**src/rtl/relu_act_stream.sv**
```systemverilog
// Streaming activation unit: ReLU / leaky / clamp / bypass over LANES pixels per beat.
// Two-stage pipeline with per-frame negative-pixel counting.
module relu_act_stream #(
  parameter int          DATA_WIDTH = 32,
  parameter int          R          = 3,
  parameter int          C          = 3,
  parameter int          LANES      = 3,
  parameter int          LEAK_SHIFT = 3,
  parameter logic [31:0] CLAMP_MAX  = 32'h0006_0000
) (
  input  logic                          clk,
  input  logic                          rst,
  input  logic [1:0]                    mode,
  input  logic                          in_valid,
  output logic                          in_ready,
  input  logic [DATA_WIDTH*LANES-1:0]   in_data,
  output logic                          out_valid,
  input  logic                          out_ready,
  output logic [DATA_WIDTH*LANES-1:0]   out_data,
  output logic                          out_last,
  output logic [$clog2(R*C+1)-1:0]      neg_count
);

  localparam int DW    = DATA_WIDTH;
  localparam int PW    = DATA_WIDTH * LANES;
  localparam int BEATS = R * C / LANES;
  localparam int CW    = (BEATS > 1) ? $clog2(BEATS) : 1;
  localparam int NW    = $clog2(R * C + 1);
  localparam logic signed [DW-1:0] CMAX = DW'(CLAMP_MAX);

  typedef enum logic [1:0] {
    RELU   = 2'd0,
    LEAKY  = 2'd1,
    CLAMP  = 2'd2,
    BYPASS = 2'd3
  } mode_e;

  logic [CW-1:0] cnt_q, cnt_d;
  mode_e         fmode_q, fmode_d;
  logic          s1_v_q, s1_v_d;
  logic [PW-1:0] s1_data_q, s1_data_d;
  mode_e         s1_mode_q, s1_mode_d;
  logic          s1_last_q, s1_last_d;
  logic          out_v_q, out_v_d;
  logic [PW-1:0] out_data_q, out_data_d;
  logic          out_last_q, out_last_d;
  logic [NW-1:0] nacc_q, nacc_d;
  logic [NW-1:0] negc_q, negc_d;

  logic          stall;
  logic          accept;
  logic          last_beat;
  mode_e         beat_mode;
  logic [PW-1:0] act_data;
  logic [NW-1:0] beat_neg;

  assign stall     = out_v_q & ~out_ready;
  assign in_ready  = ~stall;
  assign accept    = in_valid & in_ready;
  assign last_beat = (cnt_q == CW'(BEATS - 1));
  // First beat of a frame takes the live mode; later beats reuse the latched one.
  assign beat_mode = (cnt_q == '0) ? mode_e'(mode) : fmode_q;

  always_comb begin
    logic signed [DW-1:0] px;
    logic signed [DW-1:0] py;
    act_data = '0;
    beat_neg = '0;
    px       = '0;
    py       = '0;
    for (int i = 0; i < LANES; i++) begin
      px = s1_data_q[i*DW +: DW];
      py = px;
      case (s1_mode_q)
        RELU:    if (px[DW-1]) py = '0;
        LEAKY:   if (px[DW-1]) py = px >>> LEAK_SHIFT;
        CLAMP: begin
          if (px[DW-1])       py = '0;
          else if (px > CMAX) py = CMAX;
        end
        default: py = px;
      endcase
      act_data[i*DW +: DW] = py;
      beat_neg = beat_neg + NW'(px[DW-1]);
    end
  end

  always_comb begin
    cnt_d      = cnt_q;
    fmode_d    = fmode_q;
    s1_v_d     = s1_v_q;
    s1_data_d  = s1_data_q;
    s1_mode_d  = s1_mode_q;
    s1_last_d  = s1_last_q;
    out_v_d    = out_v_q;
    out_data_d = out_data_q;
    out_last_d = out_last_q;
    nacc_d     = nacc_q;
    negc_d     = negc_q;
    if (accept) begin
      cnt_d = last_beat ? '0 : cnt_q + 1'b1;
      if (cnt_q == '0) fmode_d = mode_e'(mode);
    end
    if (!stall) begin
      s1_v_d = accept;
      if (accept) begin
        s1_data_d = in_data;
        s1_mode_d = beat_mode;
        s1_last_d = last_beat;
      end
      out_v_d = s1_v_q;
      if (s1_v_q) begin
        out_data_d = act_data;
        out_last_d = s1_last_q;
        if (s1_last_q) begin
          negc_d = nacc_q + beat_neg;
          nacc_d = '0;
        end else begin
          nacc_d = nacc_q + beat_neg;
        end
      end
    end
  end

  always_ff @(posedge clk or posedge rst) begin
    if (rst) begin
      cnt_q      <= '0;
      fmode_q    <= RELU;
      s1_v_q     <= 1'b0;
      s1_data_q  <= '0;
      s1_mode_q  <= RELU;
      s1_last_q  <= 1'b0;
      out_v_q    <= 1'b0;
      out_data_q <= '0;
      out_last_q <= 1'b0;
      nacc_q     <= '0;
      negc_q     <= '0;
    end else begin
      cnt_q      <= cnt_d;
      fmode_q    <= fmode_d;
      s1_v_q     <= s1_v_d;
      s1_data_q  <= s1_data_d;
      s1_mode_q  <= s1_mode_d;
      s1_last_q  <= s1_last_d;
      out_v_q    <= out_v_d;
      out_data_q <= out_data_d;
      out_last_q <= out_last_d;
      nacc_q     <= nacc_d;
      negc_q     <= negc_d;
    end
  end

  assign out_valid = out_v_q;
  assign out_data  = out_data_q;
  assign out_last  = out_last_q;
  assign neg_count = negc_q;

endmodule

```
**config.mk**
```make
export PLATFORM = sky130hd
export DESIGN_NAME = relu_act_stream
export DESIGN_NICKNAME = d
export VERILOG_FILES = /design/src/rtl/relu_act_stream.sv
export SDC_FILE = /design/constraint.sdc
export NUM_CORES = 1
export LEC_CHECK = 0
export ABC_AREA = 1
export CAP_MARGIN = 20
export CORE_MARGIN = 10
export CORE_UTILIZATION = 30
export CTS_CLUSTER_DIAMETER = 30
export DETAILED_ROUTE_END_ITERATION = 8
export PLACE_DENSITY_LB_ADDON = 0.1
export SYNTH_ARGS = -nofsm -noshare
export SYNTH_HDL_FRONTEND = slang
export SYNTH_SLANG_ARGS = --single-unit
```
**constraint.sdc**
```tcl
create_clock -name clk -period 9 [get_ports clk]
set_clock_uncertainty 0.05 [all_clocks]
set_input_delay 2.25 -clock clk [delete_from_list [all_inputs] [get_ports clk]]
set_output_delay 2.25 -clock clk [all_outputs]
set_load 0.02 [all_outputs]
```
# == Word-level counts from Yosys, hierarchy flattened ==
# Index checks and enable logic that the tools add are counted.
# classes
n_addsub,4
magnitude_cmp,3
n_eq_ne,3
n_mux,18
n_bitwise,4
n_reduce_logical,5
# ops
operator,count
$pmux W32 S3,3
$mux W31,9
$gt A32 B20 Y1 const B,3
$mux W32,3
$add A4 B3 Y4,1
$eq A2 B2 Y1 const B,2
$logic_not A2 Y1,2
$mux W2,2
$mux W4,1
$reduce_and A2 Y1,2
$add A2 B1 Y3,1
$reduce_and A3 Y1,1
$add A1 B1 Y2,1
$add A2 B1 Y2 const B,1
$and A1 B1 Y1,2
$eq A2 B1 Y1 const B,1
$not A1 Y1,2
# word_totals
ff_bits,210
out_inout_bits,103
elab_cells,48

# == Depth between registers and ports, before layout ==
# depth
word_depth,5
ltp_mapped,13

# == Least setup slack after synthesis ==
# OpenSTA, ideal clock, no wires.
# synth_path
path_type,input to output
start,input port out_ready
end,output port in_ready
arrival_time_ps,2502
t_required_ps,6700
setup_slack_ps,4198
path_stages,2
path_cell_list,nor2_1 > inv_1
# synth_via
elab_chain_cells,3
# synth_lines
item,line_no,text
from (decl),18,"input logic out_ready,"
$not A1 Y1,57,assign stall = out_v_q & ~out_ready;
$and A1 B1 Y1,57,
$not A1 Y1 (no source line),--,
to (decl),15,"output logic in_ready,"
# No other way between the ends.

# == Worst setup path after layout ==
# Ends and elaborated chain as after synthesis.

==> report_table.html <==
<table>
<tr><th>Metric</th><th>Value</th></tr>
<tr><th colspan="2">Status</th></tr>
<tr><td>Outcome</td><td>complete, no violations</td></tr>
<tr><th colspan="2">Synthesis</th></tr>
<tr><td>Syn Std Cell Area</td><td>10600 sq um</td></tr>
<tr><td>Number of register bits inferred by synthesis</td><td>208</td></tr>
<tr><td>Area leader, netlist</td><td>sky130_fd_sc_hd__dfrtp_1</td></tr>
<tr><td>Average cell area after synthesis</td><td>7.62 sq um</td></tr>
<tr><td>Sequential fraction of the synthesis area</td><td>48.9%</td></tr>
<tr><td>Ys Warns</td><td>0</td></tr>
<tr><td>Fraction of post-synthesis cell area in the top cell type by area</td><td>48.9%</td></tr>
<tr><td>Cell count after synthesis</td><td>1396</td></tr>
<tr><td>Most area-consuming cells after synthesis</td><td>sky130_fd_sc_hd__dfrtp_1 (49%), sky130_fd_sc_hd__nand2_1 (15%), sky130_fd_sc_hd__a21oi_1 (7.0%)</td></tr>
<tr><td>Nets in the synthesized netlist</td><td>1502</td></tr>
<tr><td>Unique masters post-synth</td><td>35</td></tr>
<tr><th colspan="2">Worst hold path</th></tr>
<tr><td>Hold path startpoint</td><td>out_data[30]</td></tr>
<tr><td>Worst min-delay path endpoint</td><td>out_data[30]</td></tr>
<tr><td>Worst hold-check path type</td><td>register to register</td></tr>
<tr><td>Cell depth of the worst hold path</td><td>2</td></tr>
<tr><th colspan="2">STA</th></tr>
<tr><td>Relative max-transition margin</td><td>33.5%</td></tr>
<tr><td>Minimum clock period after layout</td><td>5.87 ns</td></tr>
<tr><td>Unrepaired setup endpoints after global routing</td><td>false</td></tr>
<tr><td>Fraction of the cycle the final worst path needs</td><td>65.2%</td></tr>
<tr><td>Fin. max-slew vios</td><td>0</td></tr>
<tr><td>Final setup vio count</td><td>0</td></tr>
<tr><td>Total negative slack</td><td>0 ns</td></tr>
<tr><td>Final hold violations</td><td>0</td></tr>
<tr><td>Achievable Freq</td><td>170 MHz</td></tr>
<tr><td>Final-layout worst hold slack</td><td>0.424 ns</td></tr>
<tr><td>Slew @ Worst Pin</td><td>0.993 ns</td></tr>
<tr><th colspan="2">Global routing</th></tr>
<tr><td>Number of antenna violations at the first check in global routing</td><td>2</td></tr>
<tr><td>Maximum number of pins on one net before global-route repair</td><td>106</td></tr>
<tr><td>Overflow left after global routing</td><td>0</td></tr>
<tr><td>Global-route wire length before repair</td><td>61.5 mm</td></tr>
<tr><td>Gr usage total</td><td>17.5%</td></tr>
<tr><td>Vias in the first global route</td><td>10600</td></tr>
<tr><th colspan="2">Finish</th></tr>
<tr><td>Number of nets in the layout</td><td>1698</td></tr>
<tr><td>Number of inserted diodes</td><td>0</td></tr>
<tr><td>Area growth from synthesis to layout</td><td>42.9%</td></tr>
<tr><td>Final Non-Filler Cells</td><td>2092</td></tr>
<tr><td>Share of final-layout standard cells stronger than drive strength 1</td><td>9.16%</td></tr>
<tr><th colspan="2">Clock network</th></tr>
<tr><td>Number of levels the H-tree was split into</td><td>3</td></tr>
<tr><td>Clock buffers created by TritonCTS</td><td>67</td></tr>
<tr><td>Cts-stage hold buffer count</td><td>0</td></tr>
<tr><td>Clock-pin slew of the registers on the worst-case setup and hold paths</td><td>0.04 ns</td></tr>
<tr><td>Root buffer cell</td><td>sky130_fd_sc_hd__clkbuf_16</td></tr>
<tr><td>Resize count post-CTS</td><td>0</td></tr>
<tr><td>Number of setup buffers added after CTS</td><td>0</td></tr>
<tr><td>Clock Sink Count</td><td>208</td></tr>
<tr><td>Largest buffer count on any clock path</td><td>3</td></tr>
<tr><td>Clock tree from TritonCTS</td><td>done</td></tr>
<tr><td>Worst-skew pair later-pin latency</td><td>0.54 ns</td></tr>
<tr><th colspan="2">Placed design</th></tr>
<tr><td>Placer's final routability congestion estimate</td><td>0.776</td></tr>
<tr><td>Count of input and output buffers</td><td>204</td></tr>
<tr><td>Detailed Place HPWL</td><td>25.0 mm</td></tr>
<tr><td>Count of placed standard cells including taps</td><td>1977</td></tr>
<tr><th colspan="2">Power</th></tr>
<tr><td>Largest vdd supply drop</td><td>0.183 mV</td></tr>
<tr><td>Part of the power in registers</td><td>26.0%</td></tr>
<tr><td>Total power per unit cell area</td><td>375 nW/um^2</td></tr>
<tr><td>Leakage Power</td><td>6.79 nW</td></tr>
<tr><td>Relative contribution of the clock network to total power</td><td>41.0%</td></tr>
<tr><td>Sw Share</td><td>36.2%</td></tr>
<tr><td>Combinational share of power</td><td>33.0%</td></tr>
<tr><td>Post-route total power</td><td>5.71 mW</td></tr>
<tr><td>Switching power summed over all nets</td><td>2.07 mW</td></tr>
<tr><td>Internal power</td><td>3.64 mW</td></tr>
<tr><th colspan="2">Critical path</th></tr>
<tr><td>Reg2Reg Capture Point</td><td>out_data[52]</td></tr>
<tr><td>Capturing element type of the critical path</td><td>output pin</td></tr>
<tr><td>Number of cells on the worst reg-to-reg path</td><td>5</td></tr>
<tr><td>Worst R2R Setup Slack</td><td>5.11 ns</td></tr>
<tr><td>Largest fanout on the critical path</td><td>4</td></tr>
<tr><td>Critical Path Source Type</td><td>input port</td></tr>
<tr><td>Worst EP required</td><td>6.70 ns</td></tr>
<tr><td>Kind of critical path</td><td>input port to output pin</td></tr>
<tr><td>Arrival time of the worst setup path</td><td>3.57 ns</td></tr>
<tr><th colspan="2">Floorplan</th></tr>
<tr><td>Total die area</td><td>43400 sq um</td></tr>
<tr><td>Count of standard-cell rows</td><td>68</td></tr>
<tr><td>Starting density of the core</td><td>30.6%</td></tr>
<tr><td>Core Region</td><td>34800 sq um</td></tr>
<tr><td>Die Y</td><td>208 um</td></tr>
<tr><td>Die W</td><td>208 um</td></tr>
<tr><td>Top-Level Pins</td><td>205</td></tr>
<tr><th colspan="2">Detailed routing</th></tr>
<tr><td>WL final</td><td>39.0 mm</td></tr>
<tr><td>Post-DR wirelength/cell</td><td>18.6 um</td></tr>
<tr><td>Detailed-route vias per instance</td><td>4.92</td></tr>
<tr><td>Via count</td><td>10300</td></tr>
<tr><td>1st-pass router iterations</td><td>5</td></tr>
<tr><td>Initial DRC count</td><td>827</td></tr>
<tr><td>Antenna-violating nets left</td><td>0</td></tr>
<tr><td>DRC</td><td>0</td></tr>
<tr><th colspan="2">Flow run</th></tr>
<tr><td>Maximum Capacitance Violations</td><td>0</td></tr>
</table>
-- worst max-delay path by stage --
| stage | start | end | slack (ns) | depth (start not counted) |
|---|---|---|---|---|
| after floorplan | rst | async pin | 1.02 | 1 |
| after global placement | out_ready | in_ready | 3.14 | 4 |
| after detailed placement | out_ready | in_ready | 3.13 | 4 |
| after CTS | out_ready | in_ready | 3.13 | 4 |
| after global routing | out_ready | in_ready | 3.02 | 4 |
| final | out_ready | in_ready | 3.13 | 4 |
-- power by group through the flow --
stage               Clock (mW)  Sequential (mW)  Combinational, mW
finish                    2.34             1.49               1.88
global route              2.43             1.52               2.07
CTS                       2.37             1.49               1.90
detailed placement           0             1.49               1.89
global placement             0             1.50               1.88
floorplan                    0             1.67              0.879
-- per-layer routing --
layer  track usage (%)  wire (um)  up-vias
li1                  -          -     4967
met1              23.7      18400     4971
met2              26.9      17600      282
met3              4.36       2260       66
met4              5.28        756        4
met5                 0         27        -
-- metrics by stage --
step | utilization (%) | instance area [sq um] | setup WS, ns
CTS | 43.6 | 15200 | 3.13
global placement | 37.1 | 12900 | 3.14
global route | 43.7 | 15200 | 3.02
floorplan | - | 10600 | 1.02
detailed placement | 37.1 | 12900 | 3.13
finish | 43.7 | 15200 | 3.13
-- cell usage after synthesis, drive strengths merged --
| library cell | instances |
|---|---|
| ha | 2 |
| dfrtp | 208 |
| o21ai | 147 |
| a21oi | 159 |
| fa | 2 |
| nand3 | 39 |
| clkinv | 1 |
| o31ai | 9 |
| o221ai | 2 |
| o22ai | 20 |
| nor2 | 126 |
| nand4 | 6 |
| nor3 | 9 |
| xor2 | 2 |
| o2111a | 1 |
| a211oi | 8 |
| a221oi | 16 |
| a31oi | 2 |
| nand2 | 426 |
| buf | 53 |
| clkbuf | 34 |
| inv | 124 |
-- logic make-up after synthesis --
group,Yosys count,share of synthesized area (%)
compound gates,364,18.8
xor+xnor,2,0.165
fa+ha+maj,4,0.612
buf+inv,212,8.76
flops,208,48.9
simple gates,606,22.7
-- cell type report --
type | instances | area [sq um]
well taps | 455 | 569
multi-input cells | 976 | 4510
flip-flops and latches | 208 | 5200
clock inverters | 24 | 337
repair buffers | 214 | 2150
fillers | 3480 | 19600
clock buffers | 90 | 1940
inverters | 125 | 490
-- sequential cells by signal (all words and copies together), names as in the netlist, named ones only --
signal,count
out_data,96
s1_data_q,96
nacc_q,4
neg_count,4
cnt_q,2
out_last,1
out_valid,1
s1_last_q,1
s1_v_q,1
-- worst max-delay path, stage by stage --
cell	delay, ns
sky130_fd_sc_hd__clkdlybuf4s50_1	0.40
sky130_fd_sc_hd__nor2_1	0.23
sky130_fd_sc_hd__inv_1	0.13
sky130_fd_sc_hd__clkdlybuf4s50_1	0.56
-- cell usage in the layout (no fill, tap or decap), drive strengths merged --
| cell type | count |
|---|---|
| buf | 10 |
| clkinv | 17 |
| fa | 2 |
| a221oi | 16 |
| o2111a | 1 |
| a211oi | 8 |
| o31ai | 9 |
| bufinv | 7 |
| o221ai | 2 |
| dfrtp | 208 |
| clkdlybuf4s50 | 204 |
| nor2 | 126 |
| nand3 | 39 |
| nand2 | 426 |
| nor3 | 9 |
| ha | 2 |
| clkbuf | 90 |
| o21ai | 147 |
| a31oi | 2 |
| o22ai | 20 |
| a21oi | 159 |
| inv | 125 |
| nand4 | 6 |
| xor2 | 2 |
(Power assumes the default switching activity.)
